File: config.mk
export PLATFORM = sky130hd
export DESIGN_NAME = alu_station_flat
export DESIGN_NICKNAME = d
export VERILOG_FILES = /design/src/rtl/alu_station_pkg.sv /design/src/rtl/alu_station_if.sv /design/src/rtl/alu_station_alu_core.sv /design/src/rtl/alu_station.sv /design/src/flat_wrapper.sv
export SDC_FILE = /design/constraint.sdc
export NUM_CORES = 1
export LEC_CHECK = 0
export BUFFER_PORTS_ARGS = -buffer_cell sky130_fd_sc_hd__buf_4
export CORE_UTILIZATION = 50
export DETAILED_ROUTE_END_ITERATION = 16
export GPL_TIMING_DRIVEN = 0
export PLACE_DENSITY = 0.75
export SETUP_SLACK_MARGIN = 0.5
export SLEW_MARGIN = 20
export SYNTH_ARGS = -nofsm -noshare
export SYNTH_HDL_FRONTEND = slang
export SYNTH_SLANG_ARGS = --single-unit
File: constraint.sdc
create_clock -name clk -period 7.7 [get_ports clk]
set_input_delay 1.54 -clock clk [delete_from_list [all_inputs] [get_ports clk]]
set_output_delay 1.54 -clock clk [all_outputs]
set_load 0.02 [all_outputs]
File: src/rtl/alu_station_pkg.sv
// alu_station_pkg
//   Shared types and ALU op codes for the ALU reservation station and the
//   dispatch allocator that feeds it.
//   word_t    : 32-bit data word
//   regaddr_t : 5-bit architectural register address
//   regtag_t  : producer tag; UNLOCKED (0) means the operand value is valid
//   sinst_t   : 4-bit ALU op code
package alu_station_pkg;

  localparam int TAG_W_DEF = 4;

  typedef logic [31:0]          word_t;
  typedef logic [4:0]           regaddr_t;
  typedef logic [TAG_W_DEF-1:0] regtag_t;
  typedef logic [3:0]           sinst_t;

  localparam regtag_t UNLOCKED = '0;

  localparam sinst_t OP_ADD  = 4'd0;
  localparam sinst_t OP_SUB  = 4'd1;
  localparam sinst_t OP_SLL  = 4'd2;
  localparam sinst_t OP_SLT  = 4'd3;
  localparam sinst_t OP_SLTU = 4'd4;
  localparam sinst_t OP_XOR  = 4'd5;
  localparam sinst_t OP_SRL  = 4'd6;
  localparam sinst_t OP_SRA  = 4'd7;
  localparam sinst_t OP_OR   = 4'd8;
  localparam sinst_t OP_AND  = 4'd9;

endpackage

File: src/rtl/alu_station_if.sv
// alu_station_if
//   Bundles the dispatch, CDB snoop, head status and result signals of the
//   ALU reservation station.
//   master : dispatch allocator / CDB side (drives dispatch + CDB, sees status/results)
//   slave  : the station itself
interface alu_station_if
  import alu_station_pkg::*;
#(
  parameter int TAG_W = TAG_W_DEF
) ();

  // dispatch
  logic             en_in;
  sinst_t           op_in;
  logic [TAG_W-1:0] tagx_in;
  logic [TAG_W-1:0] tagy_in;
  logic [TAG_W-1:0] tagw_in;
  word_t            datax_in;
  word_t            datay_in;
  regaddr_t         addrw_in;

  // station status
  logic             busy;
  logic [TAG_W-1:0] head_tagx;
  logic [TAG_W-1:0] head_tagy;
  logic [TAG_W-1:0] head_tagw;

  // common data bus snoop
  logic             cdb_en;
  logic [TAG_W-1:0] cdb_tag;
  word_t            cdb_data;

  // result toward the CDB arbiter
  logic             res_en;
  logic [TAG_W-1:0] res_tag;
  regaddr_t         res_addr;
  word_t            res_data;

  modport master (
    output en_in, op_in, tagx_in, tagy_in, tagw_in, datax_in, datay_in, addrw_in,
    output cdb_en, cdb_tag, cdb_data,
    input  busy, head_tagx, head_tagy, head_tagw,
    input  res_en, res_tag, res_addr, res_data
  );

  modport slave (
    input  en_in, op_in, tagx_in, tagy_in, tagw_in, datax_in, datay_in, addrw_in,
    input  cdb_en, cdb_tag, cdb_data,
    output busy, head_tagx, head_tagy, head_tagw,
    output res_en, res_tag, res_addr, res_data
  );

endinterface

File: src/rtl/alu_station_alu_core.sv
// alu_core
//   Purely combinational integer ALU.
//   op     : ALU op code (codes 10..15 produce 0)
//   x, y   : operands; shifts use y[4:0] as the amount
//   result : 32-bit result, arithmetic wraps modulo 2^32
module alu_core
  import alu_station_pkg::*;
(
  input  sinst_t op,
  input  word_t  x,
  input  word_t  y,
  output word_t  result
);

  always_comb begin
    result = '0;
    case (op)
      OP_ADD:  result = x + y;
      OP_SUB:  result = x - y;
      OP_SLL:  result = x << y[4:0];
      OP_SLT:  result = {31'b0, ($signed(x) < $signed(y))};
      OP_SLTU: result = {31'b0, (x < y)};
      OP_XOR:  result = x ^ y;
      OP_SRL:  result = x >> y[4:0];
      OP_SRA:  result = word_t'($signed(x) >>> y[4:0]);
      OP_OR:   result = x | y;
      OP_AND:  result = x & y;
      default: result = '0;
    endcase
  end

endmodule

File: src/rtl/alu_station.sv
// alu_station
//   Reservation station plus integer execute unit.
//   clk, rst : clock, synchronous active-low reset
//   rdy      : global ready; when low all state and outputs hold
//   bus      : alu_station_if.slave
//     dispatch en_in/op_in/tag*_in/data*_in/addrw_in, status busy/head_tag*,
//     CDB snoop cdb_en/cdb_tag/cdb_data, result res_en/res_tag/res_addr/res_data
//
// Handshake: en_in is the dispatch valid and !busy is its ready; an
// instruction transfers on a posedge where rdy && en_in && !busy. If en_in
// is high while busy the instruction is dropped. res_en is a one-cycle
// pulse with no back-pressure; the arbiter must take it.
module alu_station
  import alu_station_pkg::*;
#(
  parameter int DEPTH = 4,
  parameter int TAG_W = TAG_W_DEF
) (
  input logic         clk,
  input logic         rst,
  input logic         rdy,
  alu_station_if.slave bus
);

  localparam int IDX_W = (DEPTH > 1) ? $clog2(DEPTH) : 1;
  localparam logic [TAG_W-1:0] UNLK = TAG_W'(UNLOCKED);

  // entry storage
  logic [DEPTH-1:0] valid_q;
  sinst_t           op_q    [DEPTH];
  logic [TAG_W-1:0] tagx_q  [DEPTH];
  logic [TAG_W-1:0] tagy_q  [DEPTH];
  logic [TAG_W-1:0] tagw_q  [DEPTH];
  word_t            datax_q [DEPTH];
  word_t            datay_q [DEPTH];
  regaddr_t         addrw_q [DEPTH];

  // result registers
  logic             res_en_q;
  logic [TAG_W-1:0] res_tag_q;
  regaddr_t         res_addr_q;
  word_t            res_data_q;

  logic             busy;
  logic [DEPTH-1:0] ready_vec;
  logic [IDX_W-1:0] free_idx;
  logic [IDX_W-1:0] sel_idx;
  logic             sel_any;
  logic [IDX_W-1:0] head_idx;
  logic             head_any;
  logic             cdb_hit;
  logic [TAG_W-1:0] in_tagx;
  logic [TAG_W-1:0] in_tagy;
  word_t            in_datax;
  word_t            in_datay;
  word_t            alu_result;

  assign busy    = &valid_q;
  assign cdb_hit = bus.cdb_en && (bus.cdb_tag != UNLK);

  // Priority encoders: walking from the top down lets the lowest index win.
  always_comb begin
    ready_vec = '0;
    free_idx  = '0;
    sel_idx   = '0;
    sel_any   = 1'b0;
    head_idx  = '0;
    head_any  = 1'b0;
    for (int i = DEPTH - 1; i >= 0; i--) begin
      ready_vec[i] = valid_q[i] && (tagx_q[i] == UNLK) && (tagy_q[i] == UNLK);
      if (!valid_q[i]) begin
        free_idx = IDX_W'(i);
      end
      if (ready_vec[i]) begin
        sel_idx = IDX_W'(i);
        sel_any = 1'b1;
      end
      if (valid_q[i]) begin
        head_idx = IDX_W'(i);
        head_any = 1'b1;
      end
    end
  end

  // Same-cycle CDB bypass into the instruction being allocated.
  always_comb begin
    in_tagx  = bus.tagx_in;
    in_datax = bus.datax_in;
    in_tagy  = bus.tagy_in;
    in_datay = bus.datay_in;
    if (cdb_hit && (bus.tagx_in == bus.cdb_tag)) begin
      in_tagx  = UNLK;
      in_datax = bus.cdb_data;
    end
    if (cdb_hit && (bus.tagy_in == bus.cdb_tag)) begin
      in_tagy  = UNLK;
      in_datay = bus.cdb_data;
    end
  end

  alu_core u_alu (
    .op     (op_q[sel_idx]),
    .x      (datax_q[sel_idx]),
    .y      (datay_q[sel_idx]),
    .result (alu_result)
  );

  always_ff @(posedge clk) begin
    if (!rst) begin
      valid_q    <= '0;
      res_en_q   <= 1'b0;
      res_tag_q  <= '0;
      res_addr_q <= '0;
      res_data_q <= '0;
      for (int i = 0; i < DEPTH; i++) begin
        op_q[i]    <= '0;
        tagx_q[i]  <= '0;
        tagy_q[i]  <= '0;
        tagw_q[i]  <= '0;
        datax_q[i] <= '0;
        datay_q[i] <= '0;
        addrw_q[i] <= '0;
      end
    end else if (rdy) begin
      // wakeup of waiting operands
      for (int i = 0; i < DEPTH; i++) begin
        if (valid_q[i] && cdb_hit) begin
          if (tagx_q[i] == bus.cdb_tag) begin
            tagx_q[i]  <= UNLK;
            datax_q[i] <= bus.cdb_data;
          end
          if (tagy_q[i] == bus.cdb_tag) begin
            tagy_q[i]  <= UNLK;
            datay_q[i] <= bus.cdb_data;
          end
        end
      end

      // select + execute; the issued slot is freed on this edge
      if (sel_any) begin
        valid_q[sel_idx] <= 1'b0;
        res_en_q         <= 1'b1;
        res_tag_q        <= tagw_q[sel_idx];
        res_addr_q       <= addrw_q[sel_idx];
        res_data_q       <= alu_result;
      end else begin
        res_en_q <= 1'b0;
      end

      // allocate; free_idx is an invalid slot so it never collides with sel_idx
      if (bus.en_in && !busy) begin
        valid_q[free_idx] <= 1'b1;
        op_q[free_idx]    <= bus.op_in;
        tagx_q[free_idx]  <= in_tagx;
        datax_q[free_idx] <= in_datax;
        tagy_q[free_idx]  <= in_tagy;
        datay_q[free_idx] <= in_datay;
        tagw_q[free_idx]  <= bus.tagw_in;
        addrw_q[free_idx] <= bus.addrw_in;
      end
    end
  end

  assign bus.busy      = busy;
  assign bus.head_tagx = head_any ? tagx_q[head_idx] : '0;
  assign bus.head_tagy = head_any ? tagy_q[head_idx] : '0;
  assign bus.head_tagw = head_any ? tagw_q[head_idx] : '0;
  assign bus.res_en    = res_en_q;
  assign bus.res_tag   = res_tag_q;
  assign bus.res_addr  = res_addr_q;
  assign bus.res_data  = res_data_q;

endmodule

File: src/flat_wrapper.sv
// flat-port wrapper written by rule: the top's interface ports become plain ports
module alu_station_flat import alu_station_pkg::*;
#(
  parameter int DEPTH = 4,
  parameter int TAG_W = TAG_W_DEF
)
  (clk, rst, rdy, bus_en_in, bus_op_in, bus_tagx_in, bus_tagy_in, bus_tagw_in, bus_datax_in, bus_datay_in, bus_addrw_in, bus_cdb_en, bus_cdb_tag, bus_cdb_data, bus_busy, bus_head_tagx, bus_head_tagy, bus_head_tagw, bus_res_en, bus_res_tag, bus_res_addr, bus_res_data);
  alu_station_if #(.TAG_W(TAG_W)) bus_i ();
  input logic clk;
  input logic rst;
  input logic rdy;
  input wire logic [$bits(bus_i.en_in)-1:0] bus_en_in;
  input wire logic [$bits(bus_i.op_in)-1:0] bus_op_in;
  input wire logic [$bits(bus_i.tagx_in)-1:0] bus_tagx_in;
  input wire logic [$bits(bus_i.tagy_in)-1:0] bus_tagy_in;
  input wire logic [$bits(bus_i.tagw_in)-1:0] bus_tagw_in;
  input wire logic [$bits(bus_i.datax_in)-1:0] bus_datax_in;
  input wire logic [$bits(bus_i.datay_in)-1:0] bus_datay_in;
  input wire logic [$bits(bus_i.addrw_in)-1:0] bus_addrw_in;
  input wire logic [$bits(bus_i.cdb_en)-1:0] bus_cdb_en;
  input wire logic [$bits(bus_i.cdb_tag)-1:0] bus_cdb_tag;
  input wire logic [$bits(bus_i.cdb_data)-1:0] bus_cdb_data;
  output wire logic [$bits(bus_i.busy)-1:0] bus_busy;
  output wire logic [$bits(bus_i.head_tagx)-1:0] bus_head_tagx;
  output wire logic [$bits(bus_i.head_tagy)-1:0] bus_head_tagy;
  output wire logic [$bits(bus_i.head_tagw)-1:0] bus_head_tagw;
  output wire logic [$bits(bus_i.res_en)-1:0] bus_res_en;
  output wire logic [$bits(bus_i.res_tag)-1:0] bus_res_tag;
  output wire logic [$bits(bus_i.res_addr)-1:0] bus_res_addr;
  output wire logic [$bits(bus_i.res_data)-1:0] bus_res_data;
  assign bus_i.en_in = bus_en_in;
  assign bus_i.op_in = bus_op_in;
  assign bus_i.tagx_in = bus_tagx_in;
  assign bus_i.tagy_in = bus_tagy_in;
  assign bus_i.tagw_in = bus_tagw_in;
  assign bus_i.datax_in = bus_datax_in;
  assign bus_i.datay_in = bus_datay_in;
  assign bus_i.addrw_in = bus_addrw_in;
  assign bus_i.cdb_en = bus_cdb_en;
  assign bus_i.cdb_tag = bus_cdb_tag;
  assign bus_i.cdb_data = bus_cdb_data;
  assign bus_busy = bus_i.busy;
  assign bus_head_tagx = bus_i.head_tagx;
  assign bus_head_tagy = bus_i.head_tagy;
  assign bus_head_tagw = bus_i.head_tagw;
  assign bus_res_en = bus_i.res_en;
  assign bus_res_tag = bus_i.res_tag;
  assign bus_res_addr = bus_i.res_addr;
  assign bus_res_data = bus_i.res_data;
  alu_station #(.DEPTH(DEPTH), .TAG_W(TAG_W)) u_core (.clk(clk), .rst(rst), .rdy(rdy), .bus(bus_i));
endmodule
# == Word-level counts from Yosys, hierarchy flattened ==
# Memories as Yosys holds them, arrays and structs flattened. A register that Yosys moved wholly into a read port is not among the register bits.
# Cells that the tools add are included.
# op_classes
div_mod_pow,0
n_mul,0
bitwise_logic,22
order_cmp,6
mux,107
n_shift,3
eq_ne,19
n_reduce_logical,36
addsub,2
# op_table
operator,count
2-to-1 mux 32 bit,10
case mux 32 bit (10 select lines),1
2-to-1 mux 4 bit,19
less-than comparator 32 bit,2
2-to-1 mux 1 bit,59
equality test 4 bit,10
logical NOT 4 bit,9
adder 32 bit,1
bitwise AND 32 bit,1
bitwise OR 32 bit,1
left shift 32 x 5 -> 32 bit,1
right shift 32 x 5 -> 32 bit,1
>>> shifter 32 x 5 -> 32 bit,1
subtractor 32 bit,1
bitwise XOR 32 bit,1
2-to-1 mux 2 bit,15
logical AND 1 bit,18
equality test 4 x 3 -> 1 bit (second input constant),4
bitwise OR 1 bit,16
equality test 4 x 2 -> 1 bit (second input constant),2
equality test 4 bit (second input constant),2
OR reduction 4 bit,2
less-than comparator 2 x 3 -> 1 bit (second input constant),2
2-to-1 mux 5 bit,1
other kinds (11),15
# word_totals
latchBits,0
mem_bits_ro,0
memories,7
word_cells,205
in_bits,126
reg_bits,37
ram_bits,340
out_inout_bits,55
# mem_list
name,depth,word_bits,read_ports,rd_ports_with_merged_regs,write_ports,line,source
u_core.datax_q,4,32,1,0,5,alu_station.sv:34,word_t datax_q [DEPTH];
u_core.datay_q,4,32,1,0,5,alu_station.sv:35,word_t datay_q [DEPTH];
u_core.addrw_q,4,5,1,1,4,alu_station.sv:36,regaddr_t addrw_q [DEPTH];
u_core.op_q,4,4,1,0,4,alu_station.sv:30,sinst_t op_q [DEPTH];
u_core.tagw_q,4,4,2,1,4,alu_station.sv:33,logic [TAG_W-1:0] tagw_q [DEPTH];
u_core.tagx_q,4,4,5,0,5,alu_station.sv:31,logic [TAG_W-1:0] tagx_q [DEPTH];
+1 memories,--,--,--,--,--,--,

# == Longest topological paths before layout ==
# logic_depth
depth_word,18
depth_mapped,24
ltp_nobuf,20

# == Hierarchy ==
# Synthesis repeated with hierarchy kept, for this count alone.
# hier_totals
hier_cells,2700
area_unflattened_um2,27257.4
# by_module_without_submodules
module,instances,cells_each,area_per_inst_um2
alu_station,1,1480,18580.3
alu_core,1,1220,8677.1

# == Least setup slack after synthesis ==
# OpenSTA, ideal clock, no wires.
# synth_path
kind,register -> register
startpoint,memory u_core.tagx_q[1][3] (netlist name)
endpoint,"register u_core.res_data_q[30], in the netlist u_core.bus.res_data[30]"
setup_time_ns,0.091
arrival_time_ns,6.008
setup_slack_ns,1.601
stages_incl_launch_ff,23
path_buffers,5
period_less_slack_ns,6.099
path_cell_list,edfxtp_1 or4_4 nor4_2 nor4_1 clkbuf_1 a221oi_1 and2_1 clkbuf_1 clkbuf_1 clkbuf_1 ha_1 clkbuf_1 or3b_2 o211a_1 o211ai_1 a221oi_1 o31ai_1 a211oi_1 nor4b_1 a211oi_1 xor2_1 nand2_1 a311oi_1
# synth_lines
element,line,source
from (decl),alu_station.sv:31,
to (signal assigned),alu_station.sv:145,res_data_q <= alu_result;
to (decl),alu_station.sv:42,word_t res_data_q;

==> out/qor.yml <==
run_status:
  outcome: "complete, no violations"
min_path:
  min_path_type: "flip-flop to flip-flop"
clock_tree:
  cts-hold-fix-buffers: 0
  htree_levels: 2
  clk_latency_ps: 620
  root_buffer: "clkbuf_16"
  clock_path_buffers: 3
  cts_tree: "done"
  cts_sinks: 386
  cts_buffers: 41
  clk_pin_slew_ps: 70
finish:
  final_cell_mix: "340 x edfxtp_1, 320 x nor2_1, 264 x a22o_1, 166 x buf_4, 165 x nand2_1"
  syn_to_final_growth_pct: 15.4
  utilization_pct: 58.8
  fillers: 4272
  nets: 3173
  final_common_cell: "edfxtp_1"
  drive_above_1_share_pct: 14.2
  fin_cells: 3663
power:
  p_sw_share_pct: 32.4
  power_frac_comb_pct: 22.4
  powerDensity_mw_per_mm2: 194
  power_frac_seq_pct: 40.7
  ir_drop_mv: 0.224
  clkPwrFrac_pct: 36.8
  p_leak_nw: 11.9
  p_sw_mw: 1.91
  power.internal_mw: 3.98
routing:
  detail_route.wirelength_um: 126000
  vias: 26335
  antenna_left: 0
  dr.pass1.iters: 6
  drtIter0Drc: 4750
  drc_errors: 0
  avgRoutedWirePerCell_um: 34.3
  routed_via_density: 7.19
sta:
  maxSlewViolCount: 0
  rsz0062_at_grt: "false"
  fin_skew_ps: 45.1
  postLayoutSetupSlackWorst_ps: 588
  setup_tns_ps: 0
  worstMarginPinSlew_ps: 1360
  fin_crit_sh_pct: 92.4
  slew_headroom_pct: 9.17
  finalHoldViolations: 0
  final-setup-viol-count: 0
  fmax_ghz: 0.141
  finalCriticalPeriod_ps: 7110
yosys:
  synth.avg_cell_area_um2: 9.61
  yosysUniqueCellTypes: 95
  synth_area_mm2: 0.0263
  yosysWarnings: 0
  synth-main-ff-cell: "edfxtp_1"
  async_flop_share_pct: 0
  ys_seq_area_share_pct: 42.4
  synth_nets: 2960
  synth_cells: 2735
  ys_seq_elements: 386
  synth_edf_count: 340
floorplan:
  die_w_um: 231
  core_area_mm2: 0.0516
  top_level_ports: 181
  std_cell_rows: 83
  die_h_um: 231
  dieArea_mm2: 0.0535
  start_util_pct: 50.9
global_routing:
  grt_pass1_vias: 24930
  grtUsageTotal_pct: 46.2
  grt_pass1_wl_um: 177000
  grt_start_max_net_pins: 37
  grt.overflow.total: 0
  antenna_found_initial: 7
setup_path:
  cp-end-kind: "flip-flop"
  cp-start-kind: "flip-flop"
  worst-path-max-fanout: 11
  cp_slowest_cell: "or4_4"
  crit_path_max_incr_delay_ps: 600
  path_cells: "or4_4 -> or4_1 -> buf_2 -> nor2_1 -> buf_4 -> a22oi_1 -> and3_1 -> buf_2 -> clkbuf_4 -> buf_2 -> clkbuf_4 -> ha_1 -> clkbuf_2 -> o21ai_0 -> a21oi_1 -> o311a_1 -> o21ba_2 -> o41a_1 -> a311oi_2 -> o41ai_1 -> o31ai_1 -> xnor2_1 -> a211oi_2 -> a22oi_1"
  crit_arrival_ps: 7570
  cpMostUsedCell: "buf_2"
  worstPathRequired_ps: 8160
  crit_type: "flip-flop to flip-flop"
placement:
  place_inst: 3573
  globalplace.congestion: 1.11
  detailed_place_hpwl_um: 95200
  portBuffers: 147
  place_ws_ps: -1700
run:
  maxCapViolCount: 0
logic make-up after synthesis:
logic type / synth area share (%)
flip-flops: 42.4
AND/OR/NAND/NOR: 14.5
multiplexers: 6.59
AO/OA/AOI/OAI: 24.5
buffers and inverters: 5.13
XOR/XNOR: 2.17
adder cells (fa/ha/maj): 4.77
power by group through the flow:
stage,clock (mW),combinational (mW),sequential [mW]
after floorplan,0,0.704,2.43
after global placement,0,1.20,2.44
after detailed placement,0,1.22,2.44
after CTS,2.13,1.23,2.40
after global routing,2.21,1.35,2.40
final,2.17,1.32,2.40
what timing repair did:
action / 4_1_cts / 5_1_grt
pin swaps: 3 / 1
resized for setup: 52 / 50
buffers inserted: 9 / 2
endpoints found under the setup margin: 30 / 16
cell usage after synthesis (all sizes together), types with 7 or more instances:
cell / number / area [µm²]
a2111oi: 10 / 93.8
a211oi: 31 / 243
a21o: 9 / 67.6
a21oi: 126 / 634
a221o: 9 / 90.1
a221oi: 11 / 96.3
a222oi: 11 / 110
a22o: 264 / 2310
a22oi: 16 / 120
a31oi: 29 / 196
a32oi: 8 / 70.1
and2: 56 / 350
and3: 15 / 93.8
buf: 86 / 392
clkbuf: 145 / 544
dfxtp: 46 / 921
edfxtp: 340 / 10200
ha: 97 / 1210
inv: 109 / 409
mux2: 7 / 78.8
mux2i: 138 / 1380
mux4: 12 / 270
nand2: 168 / 633
nand2b: 16 / 100
nand3: 45 / 230
nand4: 18 / 119
nor2: 328 / 1240
nor2b: 17 / 106
nor3: 73 / 380
nor4: 20 / 168
o2111ai: 9 / 78.8
o211ai: 40 / 300
o21a: 26 / 195
o21ai: 110 / 551
o21bai: 8 / 60.1
o221ai: 12 / 111
o22ai: 84 / 526
o31ai: 14 / 105
o32ai: 7 / 61.3
or2: 9 / 56.3
or3: 18 / 113
or4: 7 / 60.1
xnor2: 49 / 429
xor2: 16 / 140
sequential cells by signal, indices dropped and copies added (netlist names):
| register | cells |
|---|---|
| u_core.tagy_q | 16 |
| u_core.bus.res_data | 32 |
| u_core.tagw_q | 16 |
| u_core.op_q | 16 |
| u_core.datay_q | 128 |
| u_core.bus.res_addr | 5 |
| u_core.datax_q | 128 |
| u_core.addrw_q | 20 |
| u_core.bus.res_tag | 4 |
| u_core.bus.res_en | 1 |
| u_core.valid_q | 4 |
| u_core.tagx_q | 16 |
area by class of cell:
type	count	area, µm²	area share [%]
Tap cell	680	851	2.81
Clock inverter	28	389	1.28
Clock buffer	46	1040	3.44
Buffer	231	1030	3.41
Inverter	110	413	1.36
Multi-Input combinational cell	2008	14100	46.4
Timing Repair Buffer	170	1380	4.54
Sequential cell	386	11100	36.7
Antenna cell	4	10.0	0.0330
critical path: cells and delay by family, from the launching register on:
kind	cells	cell delay [ps]
AOI/OAI and AO/OA	11	2640
buffers and inverters	7	1840
and+or+nand+nor	4	1520
DFF	1	450
adders and majority gates	1	330
xor gates and xnor gates	1	170
final timing paths:
path / startpoint / to / slack (ps) / depth (start not counted)
setup reg to reg: u_core.tagx_q[1][3] / u_core.bus.res_data[27] / 590 / 24
hold reg to reg: u_core.bus.res_data[1] / u_core.bus.res_data[1] / 480 / 2
setup / recovery: u_core.tagx_q[1][3] / u_core.bus.res_data[27] / 590 / 24
hold / removal: u_core.bus.res_data[1] / u_core.bus.res_data[1] / 480 / 2
metal layers:
metal	share of wire (%)	track usage (%)	up-vias
li1	-	-	10823
met1	35	56.9	12545
met2	44	71.3	2382
met3	13	11.8	577
met4	8.2	31.2	8
met5	0.041	0	-
stage by stage:
| step | total power [mW] | hold WS [ps] | area [µm²] |
|---|---|---|---|
| after floorplan | 3.13 | 485 | 26300 |
| after detailed placement | 3.66 | 476 | 28500 |
| final | 5.89 | 483 | 30300 |
| after CTS | 5.76 | 489 | 30100 |
| after global placement | 3.64 | 455 | 28200 |
| after global routing | 5.96 | 518 | 30300 |
Note: power is estimated with default switching activity, not from simulation.
